--- src/rtl/mips_pkg.sv ---
// mips_pkg: shared types and constants for the MIPS fetch front end.
package mips_pkg;
    localparam int INST_W = 32;
    typedef enum logic [1:0] {NONE, BRANCH, JUMP, REG} redirect_kind_t;
    typedef enum logic [1:0] {RUN, HALTING, HALTED} fetch_state_t;
endpackage

--- src/rtl/mips_fetch_unit_if.sv ---
// mips_fetch_unit_if: imem port, decode hand-off, redirect and halt signals of the fetch unit.
interface mips_fetch_unit_if
    import mips_pkg::*;
#(
    parameter int ADDR_W = 32
);
    logic imem_req_valid, imem_req_ready, imem_rsp_valid;
    logic inst_valid, inst_ready, halt_req, halted;
    logic [ADDR_W-1:0] imem_req_addr, inst_pc, redirect_base_pc, redirect_reg;
    logic [INST_W-1:0] imem_rsp_data, inst_out;
    logic [25:0] redirect_imm;
    redirect_kind_t redirect_kind;
    modport master (
        output imem_req_valid, imem_req_addr, inst_valid, inst_out, inst_pc, halted,
        input  imem_req_ready, imem_rsp_valid, imem_rsp_data, inst_ready,
               redirect_kind, redirect_base_pc, redirect_imm, redirect_reg, halt_req
    );
    modport slave (
        input  imem_req_valid, imem_req_addr, inst_valid, inst_out, inst_pc, halted,
        output imem_req_ready, imem_rsp_valid, imem_rsp_data, inst_ready,
               redirect_kind, redirect_base_pc, redirect_imm, redirect_reg, halt_req
    );
endinterface

--- src/rtl/mips_inst_fifo.sv ---
// mips_inst_fifo: synchronous FIFO with single-cycle flush and occupancy count.
module mips_inst_fifo #(
    parameter int DEPTH = 4,
    parameter int W     = 64
) (
    input  logic                     clk,
    input  logic                     rst_b,
    input  logic                     push_i,
    input  logic                     pop_i,
    input  logic                     flush_i,
    input  logic [W-1:0]             data_i,
    output logic [W-1:0]             data_o,
    output logic [$clog2(DEPTH):0]   count_o
);
    localparam int AW = $clog2(DEPTH);
    logic [W-1:0] mem_q [DEPTH];
    logic [AW-1:0] rd_q, wr_q;
    logic [AW:0] cnt_q;
    always_ff @(posedge clk or posedge rst_b) begin
        if (rst_b) begin
            rd_q  <= '0;
            wr_q  <= '0;
            cnt_q <= '0;
        end else if (flush_i) begin
            rd_q  <= '0;
            wr_q  <= '0;
            cnt_q <= '0;
        end else begin
            wr_q  <= push_i ? wr_q + AW'(1) : wr_q;
            rd_q  <= pop_i ? rd_q + AW'(1) : rd_q;
            cnt_q <= cnt_q + (AW+1)'(push_i) - (AW+1)'(pop_i);
        end
    end
    always_ff @(posedge clk) begin
        if (push_i && !flush_i) mem_q[wr_q] <= data_i;
    end
    assign data_o  = mem_q[rd_q];
    assign count_o = cnt_q;
endmodule

--- src/rtl/mips_fetch_unit.sv ---
// mips_fetch_unit: registered-PC fetch front end with a credit-limited imem port,
// instruction buffer, internal redirect target arithmetic and orderly halt.
module mips_fetch_unit
    import mips_pkg::*;
#(
    parameter int                ADDR_W   = 32,
    parameter int                DEPTH    = 4,
    parameter logic [ADDR_W-1:0] RESET_PC = '0
) (
    input logic               clk,
    input logic               rst_b,
    mips_fetch_unit_if.master bus
);
    localparam int CW = $clog2(DEPTH) + 1;
    localparam int DW = CW + 4;
    localparam int FW = INST_W + ADDR_W;

    fetch_state_t state_q, state_d;
    logic [ADDR_W-1:0] pc_q, pc_d, rsp_pc_q, rsp_pc_d, p4, target;
    logic [CW-1:0] out_q, out_d, count;
    logic [DW-1:0] drop_q, drop_d;
    logic [FW-1:0] head, shown, last_q;
    logic redir, req_fire, rsp_keep, pop, empty;

    assign redir    = bus.redirect_kind != NONE && state_q != HALTED;
    assign empty    = count == '0;
    assign pop      = !empty && bus.inst_ready;
    assign req_fire = bus.imem_req_valid && bus.imem_req_ready;
    assign rsp_keep = bus.imem_rsp_valid && drop_q == '0 && !redir;
    assign p4       = bus.redirect_base_pc + ADDR_W'(4);
    assign shown    = empty ? last_q : head;

    always_comb begin
        target   = bus.redirect_kind == BRANCH ?
                       p4 + {{(ADDR_W-18){bus.redirect_imm[15]}}, bus.redirect_imm[15:0], 2'b00} :
                   bus.redirect_kind == JUMP ? {p4[ADDR_W-1:28], bus.redirect_imm, 2'b00} :
                   bus.redirect_reg & ~ADDR_W'(3);
        // In-flight requests at a redirect become drops; a response landing this cycle consumes one.
        drop_d   = redir ? drop_q + DW'(out_q) - DW'(bus.imem_rsp_valid) :
                           drop_q - DW'(bus.imem_rsp_valid && drop_q != '0);
        out_d    = redir ? '0 : out_q + CW'(req_fire) - CW'(rsp_keep);
        pc_d     = redir ? target : req_fire ? pc_q + ADDR_W'(4) : pc_q;
        // Responses return in order, so the next kept one belongs to this PC.
        rsp_pc_d = redir ? target : rsp_keep ? rsp_pc_q + ADDR_W'(4) : rsp_pc_q;
        state_d  = state_q == RUN ? (bus.halt_req ? HALTING : RUN) :
                   state_q == HALTING ? (out_q == '0 && empty ? HALTED : HALTING) : HALTED;
    end

    always_ff @(posedge clk or posedge rst_b) begin
        if (rst_b) begin
            state_q  <= RUN;
            pc_q     <= RESET_PC;
            rsp_pc_q <= RESET_PC;
            out_q    <= '0;
            drop_q   <= '0;
            last_q   <= '0;
        end else begin
            state_q  <= state_d;
            pc_q     <= pc_d;
            rsp_pc_q <= rsp_pc_d;
            out_q    <= out_d;
            drop_q   <= drop_d;
            last_q   <= shown;
        end
    end

    mips_inst_fifo #(.DEPTH(DEPTH), .W(FW)) u_fifo (
        .clk     (clk),
        .rst_b   (rst_b),
        .push_i  (rsp_keep),
        .pop_i   (pop),
        .flush_i (redir),
        .data_i  ({bus.imem_rsp_data, rsp_pc_q}),
        .data_o  (head),
        .count_o (count)
    );

    assign bus.imem_req_valid = !rst_b && state_q == RUN && bus.redirect_kind == NONE &&
                                ({1'b0, out_q} + {1'b0, count}) < (CW+1)'(DEPTH);
    assign bus.imem_req_addr  = pc_q;
    assign bus.inst_valid     = !empty;
    assign bus.inst_out       = shown[FW-1:ADDR_W];
    assign bus.inst_pc        = shown[ADDR_W-1:0];
    assign bus.halted         = state_q == HALTED;
endmodule

--- src/flat_wrapper.sv ---
// flat-port wrapper written by rule: the top's interface ports become plain ports
module mips_fetch_unit_flat import mips_pkg::*;
#(
    parameter int                ADDR_W   = 32,
    parameter int                DEPTH    = 4,
    parameter logic [ADDR_W-1:0] RESET_PC = '0
)
  (clk, rst_b, bus_imem_req_valid, bus_imem_req_addr, bus_inst_valid, bus_inst_out, bus_inst_pc, bus_halted, bus_imem_req_ready, bus_imem_rsp_valid, bus_imem_rsp_data, bus_inst_ready, bus_redirect_kind, bus_redirect_base_pc, bus_redirect_imm, bus_redirect_reg, bus_halt_req);
  mips_fetch_unit_if #(.ADDR_W(ADDR_W)) bus_i ();
  input logic clk;
  input logic rst_b;
  output wire logic [$bits(bus_i.imem_req_valid)-1:0] bus_imem_req_valid;
  output wire logic [$bits(bus_i.imem_req_addr)-1:0] bus_imem_req_addr;
  output wire logic [$bits(bus_i.inst_valid)-1:0] bus_inst_valid;
  output wire logic [$bits(bus_i.inst_out)-1:0] bus_inst_out;
  output wire logic [$bits(bus_i.inst_pc)-1:0] bus_inst_pc;
  output wire logic [$bits(bus_i.halted)-1:0] bus_halted;
  input wire logic [$bits(bus_i.imem_req_ready)-1:0] bus_imem_req_ready;
  input wire logic [$bits(bus_i.imem_rsp_valid)-1:0] bus_imem_rsp_valid;
  input wire logic [$bits(bus_i.imem_rsp_data)-1:0] bus_imem_rsp_data;
  input wire logic [$bits(bus_i.inst_ready)-1:0] bus_inst_ready;
  input wire logic [$bits(bus_i.redirect_kind)-1:0] bus_redirect_kind;
  input wire logic [$bits(bus_i.redirect_base_pc)-1:0] bus_redirect_base_pc;
  input wire logic [$bits(bus_i.redirect_imm)-1:0] bus_redirect_imm;
  input wire logic [$bits(bus_i.redirect_reg)-1:0] bus_redirect_reg;
  input wire logic [$bits(bus_i.halt_req)-1:0] bus_halt_req;
  assign bus_imem_req_valid = bus_i.imem_req_valid;
  assign bus_imem_req_addr = bus_i.imem_req_addr;
  assign bus_inst_valid = bus_i.inst_valid;
  assign bus_inst_out = bus_i.inst_out;
  assign bus_inst_pc = bus_i.inst_pc;
  assign bus_halted = bus_i.halted;
  assign bus_i.imem_req_ready = bus_imem_req_ready;
  assign bus_i.imem_rsp_valid = bus_imem_rsp_valid;
  assign bus_i.imem_rsp_data = bus_imem_rsp_data;
  assign bus_i.inst_ready = bus_inst_ready;
  assign bus_i.redirect_kind = bus_redirect_kind;
  assign bus_i.redirect_base_pc = bus_redirect_base_pc;
  assign bus_i.redirect_imm = bus_redirect_imm;
  assign bus_i.redirect_reg = bus_redirect_reg;
  assign bus_i.halt_req = bus_halt_req;
  mips_fetch_unit #(.ADDR_W(ADDR_W), .DEPTH(DEPTH), .RESET_PC(RESET_PC)) u_core (.clk(clk), .rst_b(rst_b), .bus(bus_i));
endmodule
--- config.mk ---
export PLATFORM = sky130hd
export DESIGN_NAME = mips_fetch_unit_flat
export DESIGN_NICKNAME = d
export VERILOG_FILES = /design/src/rtl/mips_pkg.sv /design/src/rtl/mips_fetch_unit_if.sv /design/src/rtl/mips_inst_fifo.sv /design/src/rtl/mips_fetch_unit.sv /design/src/flat_wrapper.sv
export SDC_FILE = /design/constraint.sdc
export NUM_CORES = 1
export LEC_CHECK = 0
export BUFFER_PORTS_ARGS = -buffer_cell sky130_fd_sc_hd__buf_2
export CAP_MARGIN = 0
export CORE_MARGIN = 5
export CORE_UTILIZATION = 53
export CTS_CLUSTER_SIZE = 12
export DETAILED_ROUTE_END_ITERATION = 8
export MAX_ROUTING_LAYER = met4
export PLACE_DENSITY = 0.82
export SYNTH_ARGS = -nofsm -noshare
export SYNTH_HDL_FRONTEND = slang
export SYNTH_SLANG_ARGS = --single-unit
--- constraint.sdc ---
create_clock -name clk -period 4.6 [get_ports clk]
set_clock_uncertainty 0.15 [all_clocks]
set_input_delay 0.92 -clock clk [delete_from_list [all_inputs] [get_ports clk]]
set_output_delay 0.92 -clock clk [all_outputs]
set_load 0.02 [all_outputs]
After elaboration in Yosys (flattened, before gate mapping)
Memories as Yosys holds them, arrays and structs flattened.
Index checks and enable logic that the tools add are counted.
- bits in registers: 147
- memory bits (writable): 256
- bits of input ports: 130
- output and inout bits: 99
- logic and storage cells: 74
- memories kept: 1
- memories (name ; depth ; width ; read ports ; clocked after memory_dff ; wr ports ; RTL line ; text):
    u_core.u_fifo.mem_q ; 4 ; 64 ; 1 ; 0 ; 1 ; mips_inst_fifo.sv:16 ; logic [W-1:0] mem_q [DEPTH];
- add/sub/neg operators: 14
- order comparisons: 1
- eq/ne operators: 5
- muxes and demuxes: 20
- reduce and logical (&&, ||, !) cells: 24
- operators with widths (cell ; count):
    $mux W32 ; 6
    $add A32 B3 Y32 const B ; 3
    $mux W64 ; 1
    $add A32 B32 Y32 ; 1
    $mux W2 ; 7
    $sub A7 B1 Y7 ; 2
    $logic_and A1 B1 Y1 ; 11
    $reduce_bool A2 Y1 ; 4
    $add A7 B3 Y7 ; 1
    $logic_not A7 Y1 ; 1
    $mux W7 ; 1
    $reduce_bool A7 Y1 ; 1
    $add A3 B1 Y3 ; 2
    $logic_not A3 Y1 ; 2
    $mux W3 ; 2
    $sub A3 B1 Y3 ; 2
    $add A2 B1 Y2 const B ; 2
    $add A3 B3 Y4 ; 1
    $eq A2 B1 Y1 const B ; 2
    $eq A2 B2 Y1 const B ; 2
    $logic_not A2 Y1 ; 2
    $lt A4 B3 Y1 const B ; 1
    $logic_not A1 Y1 ; 3
    $mux W1 ; 3
    $ne A2 B2 Y1 const B ; 1

Depth between registers and ports, before layout
Gate-level depths: netlist of run 1.
- depth in word-level cells: 8
- mapped depth: 16
- gate-level depth less buffers: 16

Hierarchy
A second synthesis of run 1 with hierarchy kept.
- cell total of the unflattened synthesis: 1454
- area, all modules: 19309.8 um^2
- by module, submodules not included (module ; times used ; cells an instance ; area each (um^2) ; sequential area each (um^2)):
    mips_inst_fifo ; 1 ; 373 ; 9691.8 ; 7862.5
    mips_fetch_unit ; 1 ; 1081 ; 9618.0 ; 3453.3

Least setup slack after synthesis of run 1
No wires, ideal clock.
- path kind: input -> register
- from: in bus_redirect_base_pc[4]
- to: reg u_core.rsp_pc_q[27]
- library setup time: 0.128 ns
- arrival time: 3.678 ns
- data required time: 4.322 ns
- path slack: 0.645 ns
- cell stages on the path: 16
- buffers on the path: 1
- cell sequence: and4_1 -> nand2_1 -> nor2_1 -> nand2_1 -> xnor2_1 -> ha_1 -> buf_2 -> a21o_1 -> a21o_1 -> a21o_1 -> nand2_1 -> a31oi_1 -> o2111a_1 -> or4_1 -> a31oi_1 -> nor3_2
- word-level cells in the longest chain between the ends: 4
- RTL lines (what ; RTL line ; text):
    start: declaration ; flat_wrapper.sv:23 ; input wire logic [$bits(bus_i.redirect_base_pc)-1:0] bus_redirect_base_pc;
    $add A32 B3 Y32 ; mips_fetch_unit.sv:30 ; assign p4 = bus.redirect_base_pc + ADDR_W'(4);
    $add A32 B32 Y32 ; mips_fetch_unit.sv:35 ; p4 + {{(ADDR_W-18){bus.redirect_imm[15]}}, bus.redirect_imm[15:0], 2'b00} :
    $mux W32 ; mips_fetch_unit.sv:34 ; target = bus.redirect_kind == BRANCH ?
    $mux W32 ; mips_fetch_unit.sv:44 ; rsp_pc_d = redir ? target : rsp_keep ? rsp_pc_q + ADDR_W'(4) : rsp_pc_q;
    end signal: assignment ; mips_fetch_unit.sv:60 ; rsp_pc_q <= rsp_pc_d;
    end: declaration ; mips_fetch_unit.sv:19 ; logic [ADDR_W-1:0] pc_q, pc_d, rsp_pc_q, rsp_pc_d, p4, target;
No other way between the ends.
A chain may end at the register's enable or synchronous reset.

Worst setup path in the final report of run 1
- from: in bus_redirect_base_pc[4]
- to: reg u_core.pc_q[27], in the netlist u_core.bus.imem_req_addr[27]
- word-level cells in the longest chain between the ends: 4
- RTL lines (what ; RTL line ; text):
    $add A32 B3 Y32 ; mips_fetch_unit.sv:30 ;
    $add A32 B32 Y32 ; mips_fetch_unit.sv:35 ;
    $mux W32 ; mips_fetch_unit.sv:34 ;
    $mux W32 ; mips_fetch_unit.sv:42 ; pc_d = redir ? target : req_fire ? pc_q + ADDR_W'(4) : pc_q;
    end signal: assignment ; mips_fetch_unit.sv:59 ; pc_q <= pc_d;
    end: declaration ; mips_fetch_unit.sv:19 ;
No other way between the ends.

==> qor.csv, run 1 <==
metric,value,unit
status,"finished, final reports clean",
critPathMaxFanout,5,
hold_violations,0,
grt_pass1_vias,13800,
fp.dieW,200,µm
fp.coreArea,35700,µm²
mostFrequentLayoutCell,nand2_1,
clk_transition_reported_paths,0.06,ns
grt_max_degree,84,
antenna_left,0,
critical_path_buf_inv_count,1,
port_buffers,226,
worstMarginPinSlew,1.12,ns
r2r_slack,1.24,ns
final_nets,1996,
first_pass_iters,5,
std_cell_rows,69,
startpoint,bus_redirect_base_pc[4],
cts_root_buffer,clkbuf_16,
finalSetupViolations,0,
gr-max-usage-layer,met2,
critPathKind,input port to register,
crit_family,simple AND/OR/NAND/NOR gates,
post_cts_resized,0,
start_util,53.8,%
cts_tree,built,
reg2reg_depth,13,
power,0.0134,W
dp_hpwl,34300,µm
cts_hold_buf,0,
fin_crit_sh,86.9,%
overflow,0,
antenna_found_initial,2,
critical_path.slowest_cell,or4_1,
reg2reg_from,u_core.drop_q[4],
cp.depth,16,
synth_ff_type,edfxtp_1,
grt_use_met1,32.5,%
cpPeakStageDelay,0.40,ns
clk_path_buf_depth,3,
place.gp.congestion,0.929,
ys_warn_count,0,
vdd_drop_max,0.348,mV
drt_iter0_drc,853,
rsz0062_at_grt,false,
max_cap_viol_count,0,
layout-drive-gt1-share,22.4,%
grt_usage,24.8,%
syn_inst,1560,
syn-mean-instance-area,12.3,µm²
vias,13300,
clock-sinks,401,
critical_path.reg2reg.endpoint,u_core.out_q[2],
powerDensity,605,nW/µm²
min_period,4.00,ns
hold_path.class,input port to asynchronous set/reset pin,
netlist_area,19200,µm²
critPathLaunchType,input port,
setup-tns-final,0,ns
syn2layout_area_growth,16.0,%
synth-seq-cells,401,
io_pins,229,
fmax,0.250,GHz
postCtsSetupRepairBufs,0,
drc_errors,0,
crit_arrival,4.23,ns
end_kind,register,
finalWirelength,48500,µm
p_leak,8.84,nW
die-area,40100,µm²
clkLatencyLatePin,0.53,ns
synth.net_count,1754,
htreeDepth,2,
cts_buffers,41,
globalRouteMet3Util,5.13,%
yosysUniqueCellTypes,72,
mostFrequentLayoutCells,"nand2_1, edfxtp_1, buf_2",
grt_use_met2,40.2,%
seq_area_frac_synth,59.0,%
slew_headroom,23.5,%
nFillCells,2750,
required,4.83,ns
async_flop_share,36.2,%
timing.critical_path.cells,"buf_2, and4_1, and3_1, nand2_1, nor2_1, nand2_1, xnor2_1, ha_1, and2_1, and3_1, nand3_1, a211oi_4, o2111a_1, or4_1, a31oi_1, a21oi_1",
drv_slew,0,
viasPerCell,5.81,
grt_pass1_wl,77500,µm
synth_edf_count,256,
die_h,200,µm
detail_route.wl_per_cell,21.1,µm
-- cell usage after synthesis (8+ instances only) --
| library cell | count | share of area, % |
|---|---|---|
| xnor2_1 | 70 | 3.2 |
| ha_1 | 60 | 3.9 |
| nand2_1 | 298 | 5.8 |
| o21a_1 | 9 | 0.35 |
| o21ai_0 | 39 | 1.0 |
| mux4_2 | 64 | 7.5 |
| mux2i_1 | 8 | 0.42 |
| inv_1 | 46 | 0.90 |
| and4_1 | 8 | 0.37 |
| clkbuf_1 | 39 | 0.76 |
| a21oi_1 | 88 | 2.3 |
| edfxtp_1 | 256 | 40 |
| nand4_1 | 20 | 0.65 |
| dfrtp_1 | 145 | 19 |
| buf_1 | 10 | 0.20 |
| buf_2 | 8 | 0.21 |
| and3_1 | 24 | 0.78 |
| nor2_1 | 81 | 1.6 |
| o211ai_1 | 9 | 0.35 |
| nor3_1 | 17 | 0.44 |
| xor2_1 | 39 | 1.8 |
| a21o_1 | 18 | 0.70 |
| a31oi_1 | 8 | 0.26 |
| and2_1 | 12 | 0.39 |
| o21ai_1 | 22 | 0.57 |
| or3_1 | 8 | 0.26 |
| nor4_1 | 8 | 0.26 |
| nand3_1 | 53 | 1.4 |
-- state kept, by name (all words and copies together), names as in the netlist, 3 cells and up --
| register | flops |
|---|---|
| u_core.u_fifo.count_o | 3 |
| u_core.bus.imem_req_addr | 31 |
| u_core.out_q | 3 |
| u_core.u_fifo.mem_q | 256 |
| u_core.rsp_pc_q | 31 |
| u_core.drop_q | 7 |
| u_core.last_q | 64 |
-- worst register-to-register path, stage by stage, from the launching register on --
cell,delay (ns)
dfrtp_1,0.41
inv_1,0.12
ha_1,0.18
nor4b_2,0.26
and3_1,0.62
nand2_1,0.20
inv_1,0.13
ha_1,0.14
inv_1,0.04
ha_1,0.20
fa_1,0.39
xnor2_1,0.19
xnor2_1,0.13
nor2_1,0.06
-- where the power goes --
part,switching (W),internal (W)
clock network,0.00128,0.00175
registers,0.000681,0.00463
logic,0.00318,0.00193
-- kinds of logic after synthesis --
kind of cell | count (synthesis) | synth area share, %
multiplexers | 77 | 8.23
flip-flops | 401 | 59.0
XOR/XNOR | 109 | 4.98
adder cells (fa/ha/maj) | 64 | 4.33
AO/OA/AOI/OAI | 251 | 8.33
AND/OR/NAND/NOR | 551 | 12.9
buffers and inverters | 107 | 2.19
-- stage by stage --
step	util [%]	hold slack [ns]	cell area [µm²]	setup WS, ns	cells
2_1_floorplan	-	0.312	19200	0.645	1560
3_3_place_gp	58.9	0.292	21000	0.129	2220
3_5_place_dp	58.9	0.298	21000	0.119	2220
4_1_cts	62.4	0.183	22200	0.665	2295
5_1_grt	62.4	0.211	22200	0.368	2297
6_report	62.4	0.192	22200	0.601	2297
-- cell type report --
type	instances	area, µm²	area share (%)
Tap cell	461	577	2.59
Sequential cell	401	11300	50.9
Inverter	48	184	0.827
Clock inverter	9	47.5	0.214
Multi-Input combinational cell	1052	7460	33.5
Clock buffer	66	1170	5.27
Antenna cell	2	5.00	0.0225
Timing Repair Buffer	258	1470	6.62
-- metal layers --
| layer | part of all wire (%) | vias up |
|---|---|---|
| met5 | 0 | - |
| met4 | 2.5 | 0 |
| met3 | 7.8 | 82 |
| met2 | 48 | 523 |
| met1 | 41 | 6551 |
| li1 | - | 6181 |
-- worst max path at each step --
stage	end
6_report	u_core.bus.imem_req_addr[27]
3_3_place_gp	u_core.rsp_pc_q[27]
4_1_cts	u_core.bus.imem_req_addr[27]
3_5_place_dp	u_core.bus.imem_req_addr[27]
5_1_grt	u_core.rsp_pc_q[27]
2_1_floorplan	u_core.rsp_pc_q[27]
No activity file was read; power rests on OpenSTA's default activity.
==> inputs of run 2 (changes only) <==
RECOVER_POWER = 25   (was unset)
==> run 2 against run 1 <==
Effect of this change: non-clock buffer count unchanged; first-iteration DRC count up 3.2%; global-route usage unchanged; clock power about the same; register-to-register slack better by 0.02 ns.
==> qor.csv, run 2 (synthesis gave the netlist of run 1 again) <==
metric,value,unit,change
critPathLaunchType,input port,,
required,4.83,ns,about the same
dp_cells,2220,,unchanged
seqPwrFrac,39.5,%,about the same
register_area,11300,µm²,unchanged
vdd_drop_max,0.347,mV,-0.11%
p_clk_share,22.5,%,about the same
mostFrequentLayoutCells,"nand2_1, edfxtp_1, buf_2",,
final_nets,1996,,unchanged
die_h,200,µm,unchanged
worstMarginPinSlew,1.17,ns,+0.0538 ns
postCtsSetupRepairBufs,0,,unchanged
fmax,0.251,GHz,+0.50%
cts_tree,built,,
grt_pass1_vias,13800,,unchanged
mostFrequentLayoutCell,nand2_1,,
p_leak,8.75,nW,-1.0%
cellInternalPower,0.00830,W,about the same
hold_path.class,input port to asynchronous set/reset pin,,
finalWirelength,48400,µm,-0.15%
grt_usage,24.8,%,unchanged
end_kind,register,,
io_pins,229,,unchanged
layout-drive-gt1-share,20.6,%,-1.8 points
multi_input_area,7460,µm²,unchanged
clkLatencyLatePin,0.53,ns,about the same
die-area,40100,µm²,unchanged
drv_slew,0,,unchanged
vias,13300,,-0.36%
nFillCells,2769,,+0.69%
fp.coreArea,35700,µm²,unchanged
clk_path_buf_depth,3,,unchanged
overflow,0,,unchanged
combPwrFrac,37.9,%,about the same
fp.dieW,200,µm,unchanged
detail_route.wl_per_cell,21.1,µm,-0.15%
powerDensity,606,nW/µm²,+0.16%
top_register,u_core.u_fifo.mem_q,,
fin_crit_sh,86.5,%,-0.43 points
status,"finished, final reports clean",,
power.switching,0.00514,W,about the same
post_cts_resized,0,,unchanged
finalNonFillerCells,2297,,unchanged
grt_pass1_wl,77500,µm,unchanged
port_buffers,226,,unchanged
drt_iter0_drc,880,,+3.2%
hold_violations,0,,unchanged
clock-sinks,401,,unchanged
max_cap_viol_count,0,,unchanged
rsz0062_at_grt,false,,
slew_headroom,19.8,%,-3.7 points
htreeDepth,2,,unchanged
crit_arrival,4.21,ns,-0.02 ns
critPathMaxFanout,5,,unchanged
final_util,62.2,%,-0.12 points
cts_buffers,41,,unchanged
drc_errors,0,,unchanged
largest_reg_flops,256,,unchanged
grt_max_degree,84,,unchanged
finalSetupViolations,0,,unchanged
antenna_found_initial,2,,unchanged
syn2layout_area_growth,15.8,%,
antenna_left,0,,unchanged
min_period,3.98,ns,-0.0199 ns
place.gp.congestion,0.929,,unchanged
power,0.0134,W,about the same
dp_hpwl,34300,µm,unchanged
critPathKind,input port to register,,
start_util,53.8,%,unchanged
cts_root_buffer,clkbuf_16,,
cts_hold_buf,0,,unchanged
first_pass_iters,5,,unchanged
setup-tns-final,0,ns,unchanged
clk_transition_reported_paths,0.06,ns,about the same
viasPerCell,5.79,,-0.36%
reg_top3,"u_core.u_fifo.mem_q: 256 flops, u_core.last_q: 64 flops",,
p_sw_share,38.3,%,about the same
std_cell_rows,69,,unchanged
-- run 2: power groups by stage --
stage | logic (W) | registers (W) | clock network, W
6_report | 0.00510 | 0.00531 | 0.00303
5_1_grt | 0.00561 | 0.00540 | 0.00325
4_1_cts | 0.00514 | 0.00530 | 0.00309
3_5_place_dp | 0.00510 | 0.00536 | 0
3_3_place_gp | 0.00495 | 0.00530 | 0
2_1_floorplan | 0.00342 | 0.00521 | 0
-- run 2: cell type report --
type | count | share of cell area (%)
Clock buffer | 66 | 5.28
Clock inverter | 9 | 0.214
Tap cell | 461 | 2.60
Timing Repair Buffer | 258 | 6.44
Multi-Input combinational cell | 1052 | 33.6
Antenna cell | 2 | 0.0226
Sequential cell | 401 | 51.0
Inverter | 48 | 0.817
-- run 2: worst paths after layout --
kind | cells past startpoint | end | slack (ns) | from
setup reg to reg | 13 | u_core.out_q[2] | 1.26 | u_core.drop_q[4]
setup / recovery | 16 | u_core.bus.imem_req_addr[27] | 0.62 | bus_redirect_base_pc[4]
hold reg to reg | 2 | u_core.last_q[6] | 0.31 | u_core.last_q[6]
hold / removal | 2 | u_core.out_q[0] | 0.26 | rst_b
min in group clk | 2 | u_core.last_q[6] | 0.31 | u_core.last_q[6]
max in group asynchronous | 3 | u_core.last_q[34] | 2.95 | rst_b
-- run 2: per-stage QoR --
stage	setup slack, ns	hold WS (ns)	area [µm²]
global route	0.368	0.311	22200
finish	0.621	0.256	22200
global placement	0.129	0.292	21000
CTS	0.665	0.183	22200
detailed placement	0.119	0.298	21000
floorplan	0.645	0.312	19200
-- run 2: worst max-delay path, cell delays in order --
cell and delay [ns]:
buf_2 0.12, and4_1 0.29, and3_1 0.21, nand2_1 0.09
nor2_1 0.22, nand2_1 0.10, xnor2_1 0.25, ha_1 0.32
and2_1 0.17, and3_1 0.24, nand3_1 0.14, a211oi_4 0.05
o2111a_1 0.27, or4_1 0.40, a31oi_1 0.34, a21oi_1 0.07
-- run 2: layer usage --
layer,part of all wire [%],vias to the layer above,global-route usage [%],wire (µm)
met5,0,-,-,0
met2,48,511,40.2,23500
met3,7.3,82,5.13,3540
li1,-,6178,-,-
met1,42,6518,32.5,20200
met4,2.6,0,6.32,1250
